**src/rtl/ccsds_test_pkg.sv**
```systemverilog
// Shared types and constants for the compressor stream checkers.
// State encoding, throttle modes and LFSR constants.
package ccsds_test_pkg;

  typedef enum logic [1:0] {
    SKIPPING,
    RUN,
    DONE,
    TIMEOUT
  } state_t;

  localparam int unsigned THR_ALWAYS   = 0;
  localparam int unsigned THR_LFSR     = 1;
  localparam int unsigned THR_PERIODIC = 2;

  localparam logic [15:0] LFSR_SEED = 16'hACE1;
  // Fibonacci taps 16,14,13,11 as bit positions 15,13,12,10
  localparam logic [15:0] LFSR_TAPS = 16'hB400;

endpackage

```
**src/rtl/axis_throttle_gen.sv**
```systemverilog
// Ready gate generator: always, LFSR pseudo-random or periodic.
// Shared by the comparator and the golden reader.
module axis_throttle_gen
  import ccsds_test_pkg::*;
#(
  parameter int unsigned MODE   = THR_ALWAYS,
  parameter int unsigned PERIOD = 4
) (
  input  logic clk,
  input  logic rst_n,
  output logic thr_ok
);

  localparam int unsigned PW = (PERIOD > 1) ? $clog2(PERIOD) : 1;

  logic [15:0]   lfsr;
  logic [PW-1:0] per_cnt;
  logic          fb;

  assign fb = ^(lfsr & LFSR_TAPS);

  always_ff @(posedge clk or negedge rst_n) begin
    if (!rst_n) begin
      lfsr    <= LFSR_SEED;
      per_cnt <= '0;
    end else begin
      lfsr <= {lfsr[14:0], fb};
      if (per_cnt == PW'(PERIOD - 1))
        per_cnt <= '0;
      else
        per_cnt <= per_cnt + 1'b1;
    end
  end

  always_comb begin
    thr_ok = 1'b1;
    case (MODE)
      THR_LFSR:     thr_ok = |lfsr[1:0];
      THR_PERIODIC: thr_ok = (per_cnt == '0);
      default:      thr_ok = 1'b1;
    endcase
  end

endmodule

```
**src/rtl/axis_stream_comparator.sv**
```systemverilog
// Multi-lane AXI-stream checker: DUT beats against a golden stream,
// with skip, throttling, mismatch statistics, watchdog and overrun.
module axis_stream_comparator
  import ccsds_test_pkg::*;
#(
  parameter int unsigned DATA_WIDTH      = 10,
  parameter int unsigned LANES           = 1,
  parameter logic [LANES-1:0] LANE_ENABLE = '1,
  parameter int unsigned SKIP            = 0,
  parameter int unsigned EXPECTED_BEATS  = 1024,
  parameter int unsigned THROTTLE_MODE   = THR_ALWAYS,
  parameter int unsigned THROTTLE_PERIOD = 4,
  parameter int unsigned TIMEOUT_CYCLES  = 0,
  parameter int unsigned COUNT_WIDTH     = 32
) (
  input  logic                        clk,
  input  logic                        rst,
  input  logic                        dut_valid,
  input  logic [LANES*DATA_WIDTH-1:0] dut_data,
  output logic                        dut_ready,
  input  logic                        gold_valid,
  input  logic [LANES*DATA_WIDTH-1:0] gold_data,
  output logic                        gold_ready,
  output logic [COUNT_WIDTH-1:0]      beat_count,
  output logic [COUNT_WIDTH-1:0]      mismatch_count,
  output logic [COUNT_WIDTH-1:0]      first_err_index,
  output logic [LANES-1:0]            first_err_lanes,
  output logic                        done,
  output logic                        pass,
  output logic                        timeout,
  output logic                        overrun
);

  localparam int unsigned CW = COUNT_WIDTH;
  localparam state_t ST_INIT = (SKIP > 0) ? SKIPPING : RUN;

  function automatic logic [CW-1:0] inc(input logic [CW-1:0] v);
    return (&v) ? v : v + 1'b1;
  endfunction

  state_t          state;
  state_t          state_nx;
  logic            thr_ok;
  logic [CW-1:0]   skip_cnt;
  logic [CW-1:0]   xfer_cnt;
  logic [CW-1:0]   idle_cnt;
  logic [LANES-1:0] diff_c;
  logic [LANES-1:0] diff_q;
  logic            cmp_vld;
  logic            cmp_last;
  logic            fin;
  logic            xfer_dut;
  logic            xfer_run;
  logic            any_xfer;
  logic            skip_last;
  logic            run_last;
  logic            wd_hit;
  logic            active;

  axis_throttle_gen #(
    .MODE  (THROTTLE_MODE),
    .PERIOD(THROTTLE_PERIOD)
  ) u_thr (
    .clk   (clk),
    .rst_n (rst),
    .thr_ok(thr_ok)
  );

  assign active    = (state == SKIPPING) || (state == RUN);
  assign xfer_dut  = dut_valid & dut_ready;
  assign xfer_run  = (state == RUN) & xfer_dut & gold_valid;
  assign any_xfer  = xfer_dut;
  assign skip_last = (skip_cnt == CW'(SKIP - 1));
  assign run_last  = (xfer_cnt == CW'(EXPECTED_BEATS - 1));
  assign wd_hit    = (TIMEOUT_CYCLES != 0) && active && !any_xfer &&
                     (idle_cnt == CW'(TIMEOUT_CYCLES - 1));

  always_comb begin
    diff_c = '0;
    for (int i = 0; i < int'(LANES); i++)
      diff_c[i] = LANE_ENABLE[i] &
        (dut_data[i*DATA_WIDTH +: DATA_WIDTH] !=
         gold_data[i*DATA_WIDTH +: DATA_WIDTH]);
  end

  always_ff @(posedge clk or negedge rst) begin
    if (!rst) state <= ST_INIT;
    else      state <= state_nx;
  end

  always_comb begin
    state_nx = state;
    unique case (state)
      SKIPPING: begin
        if (wd_hit)                    state_nx = TIMEOUT;
        else if (xfer_dut && skip_last) state_nx = RUN;
      end
      RUN: begin
        if (wd_hit)                    state_nx = TIMEOUT;
        else if (xfer_run && run_last) state_nx = DONE;
      end
      default: state_nx = state;
    endcase
  end

  // In RUN each ready looks only at the other stream's valid
  always_comb begin
    dut_ready  = 1'b0;
    gold_ready = 1'b0;
    unique case (state)
      SKIPPING: dut_ready = thr_ok;
      RUN: begin
        dut_ready  = thr_ok & gold_valid;
        gold_ready = thr_ok & dut_valid;
      end
      default: ;
    endcase
  end

  always_ff @(posedge clk or negedge rst) begin
    if (!rst) begin
      skip_cnt <= '0;
      xfer_cnt <= '0;
      idle_cnt <= '0;
      cmp_vld  <= 1'b0;
      cmp_last <= 1'b0;
      diff_q   <= '0;
    end else begin
      cmp_vld  <= xfer_run;
      cmp_last <= xfer_run & run_last;
      if (xfer_run) diff_q <= diff_c;
      if ((state == SKIPPING) && xfer_dut) skip_cnt <= inc(skip_cnt);
      if (xfer_run) xfer_cnt <= inc(xfer_cnt);
      if (active) idle_cnt <= any_xfer ? '0 : inc(idle_cnt);
    end
  end

  always_ff @(posedge clk or negedge rst) begin
    if (!rst) begin
      beat_count      <= '0;
      mismatch_count  <= '0;
      first_err_index <= '0;
      first_err_lanes <= '0;
      fin             <= 1'b0;
      done            <= 1'b0;
      timeout         <= 1'b0;
      overrun         <= 1'b0;
    end else begin
      if (cmp_vld) begin
        beat_count <= inc(beat_count);
        if (|diff_q) begin
          mismatch_count <= inc(mismatch_count);
          if (mismatch_count == '0) begin
            first_err_index <= beat_count;
            first_err_lanes <= diff_q;
          end
        end
      end
      fin     <= cmp_vld & cmp_last;
      done    <= done | fin;
      timeout <= timeout | wd_hit;
      overrun <= overrun | ((state == DONE) & dut_valid);
    end
  end

  assign pass = done & (mismatch_count == '0) & ~overrun;

endmodule

```
**config.mk**
```make
export PLATFORM = sky130hd
export DESIGN_NAME = axis_stream_comparator
export DESIGN_NICKNAME = d
export VERILOG_FILES = /design/src/rtl/ccsds_test_pkg.sv /design/src/rtl/axis_throttle_gen.sv /design/src/rtl/axis_stream_comparator.sv
export SDC_FILE = /design/constraint.sdc
export NUM_CORES = 1
export LEC_CHECK = 0
export ABC_AREA = 1
export CAP_MARGIN = 40
export CELL_PAD_IN_SITES_DETAIL_PLACEMENT = 1
export CELL_PAD_IN_SITES_GLOBAL_PLACEMENT = 2
export CORE_MARGIN = 2
export CORE_UTILIZATION = 33
export CTS_CLUSTER_DIAMETER = 150
export DETAILED_ROUTE_END_ITERATION = 16
export HOLD_SLACK_MARGIN = 0.12
export PLACE_DENSITY_LB_ADDON = 0.1
export SYNTH_ARGS = -nofsm -noshare
export SYNTH_HDL_FRONTEND = slang
export SYNTH_SLANG_ARGS = --single-unit
```
**constraint.sdc**
```tcl
create_clock -name clk -period 4.82 [get_ports clk]
set_input_delay 0.482 -clock clk [delete_from_list [all_inputs] [get_ports clk]]
set_output_delay 0.482 -clock clk [all_outputs]
set_load 0.005 [all_outputs]
```
==> out/results.ini <==
[outcome]
outcome = finished, final reports clean

[routing]
ant_nets = 0
wl_per_cell_um = 15.7
drc = 0
vias_per_cell = 4.79
vias = 10600
first_pass_iters = 5
initialDrtViolationCount = 489
wl_um = 34700

[pwr]
seqPwrFrac_pct = 50.3
p_int_mw = 2.11
powerDensity_nw_per_um2 = 220
total_power_mw = 2.82
sw_frac_of_total_pct = 25.1
clkPwrFrac_pct = 47.6
ir_worst_vdd_mv = 0.257
power.share.combinational_pct = 2.2
p_sw_uw = 706
p_leak_nw = 5.94

[clocking]
clk_pin_slew_ns = 0.08
cts_buffers = 17
clock_path_buffers = 2
cts-root-buf = clkbuf_16
cts_tree = done
htreeDepth = 4
cts_resized = 0
cts_hold_buf = 0
postCtsSetupBuffers = 0
clock_latency_ns = 0.45
cts.sinks = 169

[setup_path]
cp_max_fo = 8
worstSetupPathType = register to output port
cp.arrival_ns = 2.59
crit_required_ns = 4.34
cp-end-kind = output port
start_kind = register

[sta]
setup_violations = 0
skew_ns = 0.0108
period_needed_ns = 3.07
rsz0062_at_grt = false
worst_pin_slew_ns = 0.847
fin_tns_setup_ns = 0
slew_headroom_pct = 43.5
fmax_mhz = 326
hold_viol = 0
final.period_utilization_pct = 63.6
maxSlewViolCount = 0

[final_layout]
syn_to_final_growth_pct = 19.9
layout-drive-gt1-share_pct = 4.14
num_antenna_cells = 0
fin_cells = 2214
fin_nets = 1828

[synth]
seq_area_frac_synth_pct = 39.6
syn_nets = 1712
syn_area_um2 = 10700
synth_seq_cells = 169
syn_inst = 1683
synth.distinct_cells = 34
ys_warn_count = 0
syn_avg_cell_area_um2 = 6.35

[global_routing]
grt_max_degree = 94
grt_usage_pct = 21.8
grt.overflow.total = 0
grt_pass1_wl_um = 58200
antenna_found_initial = 0
grt_pass1_vias = 11100

[floorplanning]
die_w_um = 184
die_area_um2 = 33800
core-area_um2 = 31700
start_util_pct = 33.7
io_pins = 127
row_count = 65
die_y_um = 184

[min_path]
min_path_type = primary input to asynchronous set/reset pin

[placed_design]
dpl.cell_count = 2182
io_buffer_count = 125
gp_congestion = 0.835
dpl.hpwl_um = 26100

[flow_run]
cap_violations = 0

==> critical path, cell delays in order, from the launching register on <==
cell and delay, ns:
dfrtp_1 0.47, nor2_1 0.14, nand3_1 0.08, nor2_1 0.20
nand2_1 0.10, nor2_2 0.39, and3_1 0.25, clkdlybuf4s50_1 0.50
==> worst paths after layout <==
check                              startpoint                  to  slack (ns)  cells past startpoint
setup reg to reg                beat_count[0]      beat_count[24]        2.20                     10
hold reg to reg                           fin                done        0.44                      1
min in group clk                          fin                done        0.44                      1
max in group asynchronous                 rst            state[0]        3.59                      2
setup / recovery           mismatch_count[16]                pass        1.75                      7
hold / removal                            rst  mismatch_count[22]        0.09                      1
==> power groups by stage <==
stage	registers, mW	clock network, mW	logic, mW
after global routing	1.42	1.44	0.0707
after floorplan	1.45	0	0.00948
after global placement	1.44	0	0.0637
after detailed placement	1.44	0	0.0646
after CTS	1.42	1.39	0.0647
final	1.42	1.34	0.0610
==> through the flow <==
step	instance area, um^2	worst slack [ns]	hold WS (ns)	utilization [%]
floorplan	10700	3.09	0.186	-
global placement	12200	2.21	0.414	38.6
detailed placement	12300	2.14	0.421	38.6
CTS	12800	1.74	0.151	40.4
global route	12800	1.60	0.189	40.4
finish	12800	1.75	0.0900	40.4
==> final cells by class <==
cell class / instances / area, um^2
clock buffer: 18 / 429
tap: 402 / 503
inverter: 134 / 508
fill: 4147 / 18900
clock inverter: 14 / 118
sequential: 169 / 4230
timing repair buffer: 131 / 1310
multi-input combinational: 1346 / 5710
==> cells in the mapped netlist <==
cell type / number / share of area [%]
xnor2_1: 22 / 1.8
conb_1: 1 / 0.035
or2_2: 2 / 0.12
nand2_2: 11 / 0.64
buf_6: 9 / 0.95
nor2_4: 6 / 0.63
o22ai_1: 1 / 0.059
nand3_1: 109 / 5.1
a21boi_0: 1 / 0.070
clkbuf_1: 6 / 0.21
and2_1: 1 / 0.059
buf_4: 7 / 0.49
a21oi_1: 1 / 0.047
nor2_1: 224 / 7.9
inv_1: 128 / 4.5
o31ai_1: 1 / 0.070
dfstp_2: 1 / 0.25
dfrtp_1: 168 / 39
and3_1: 1 / 0.059
clkinv_1: 1 / 0.035
nand2_1: 874 / 31
nand3b_1: 4 / 0.28
xor2_1: 26 / 2.1
ha_1: 5 / 0.59
nor3_1: 7 / 0.33
o21ai_0: 25 / 1.2
nand2_4: 3 / 0.32
inv_2: 3 / 0.11
buf_2: 12 / 0.56
nor3_2: 1 / 0.094
nor2_2: 6 / 0.35
inv_4: 2 / 0.12
nand3_2: 2 / 0.19
nand4_1: 12 / 0.70
==> per-layer routing <==
metal	wire length, um	vias up	global-route usage [%]	share of wire, %
li1	-	5369	-	-
met1	16800	5088	28.5	49
met2	16300	129	37.4	47
met3	984	28	3.41	2.8
met4	573	0	5.66	1.7
met5	0	-	0	0
==> state kept, by name, indices dropped and copies added (netlist names) <==
signal	flops
xfer_cnt	32
first_err_lanes	1
beat_count	32
state	2
fin	1
diff_q	1
done	1
cmp_last	1
cmp_vld	1
mismatch_count	32
first_err_index	32
overrun	1
skip_cnt	32
==> cell families after synthesis <==
group | share of synthesized area [%]
adder cells (fa/ha/maj) | 0.586
AND/OR/NAND/NOR | 47.5
AO/OA/AOI/OAI | 1.42
XOR/XNOR | 3.94
buffers and inverters | 6.97
other | 0.0351
flip-flops | 39.6
==> cells in the final DEF, fill, tap and decap left out, types with 3 or more instances in the layout <==
master | netlist | layout
buf_4 | 7 | 5
clkbuf_16 | 0 | 17
clkdlybuf4s50_1 | 0 | 124
clkinv_4 | 0 | 3
clkinvlp_4 | 0 | 4
dfrtp_1 | 168 | 168
ha_1 | 5 | 5
inv_1 | 128 | 128
inv_2 | 3 | 3
inv_8 | 0 | 3
nand2_1 | 874 | 874
nand2_2 | 11 | 11
nand2_4 | 3 | 3
nand3_1 | 109 | 109
nand3b_1 | 4 | 4
nand4_1 | 12 | 12
nor2_1 | 224 | 224
nor2_2 | 6 | 6
nor2_4 | 6 | 6
nor3_1 | 7 | 7
o21ai_0 | 25 | 25
xnor2_1 | 22 | 22
xor2_1 | 26 | 26
No activity file was read; power rests on OpenSTA's default activity.
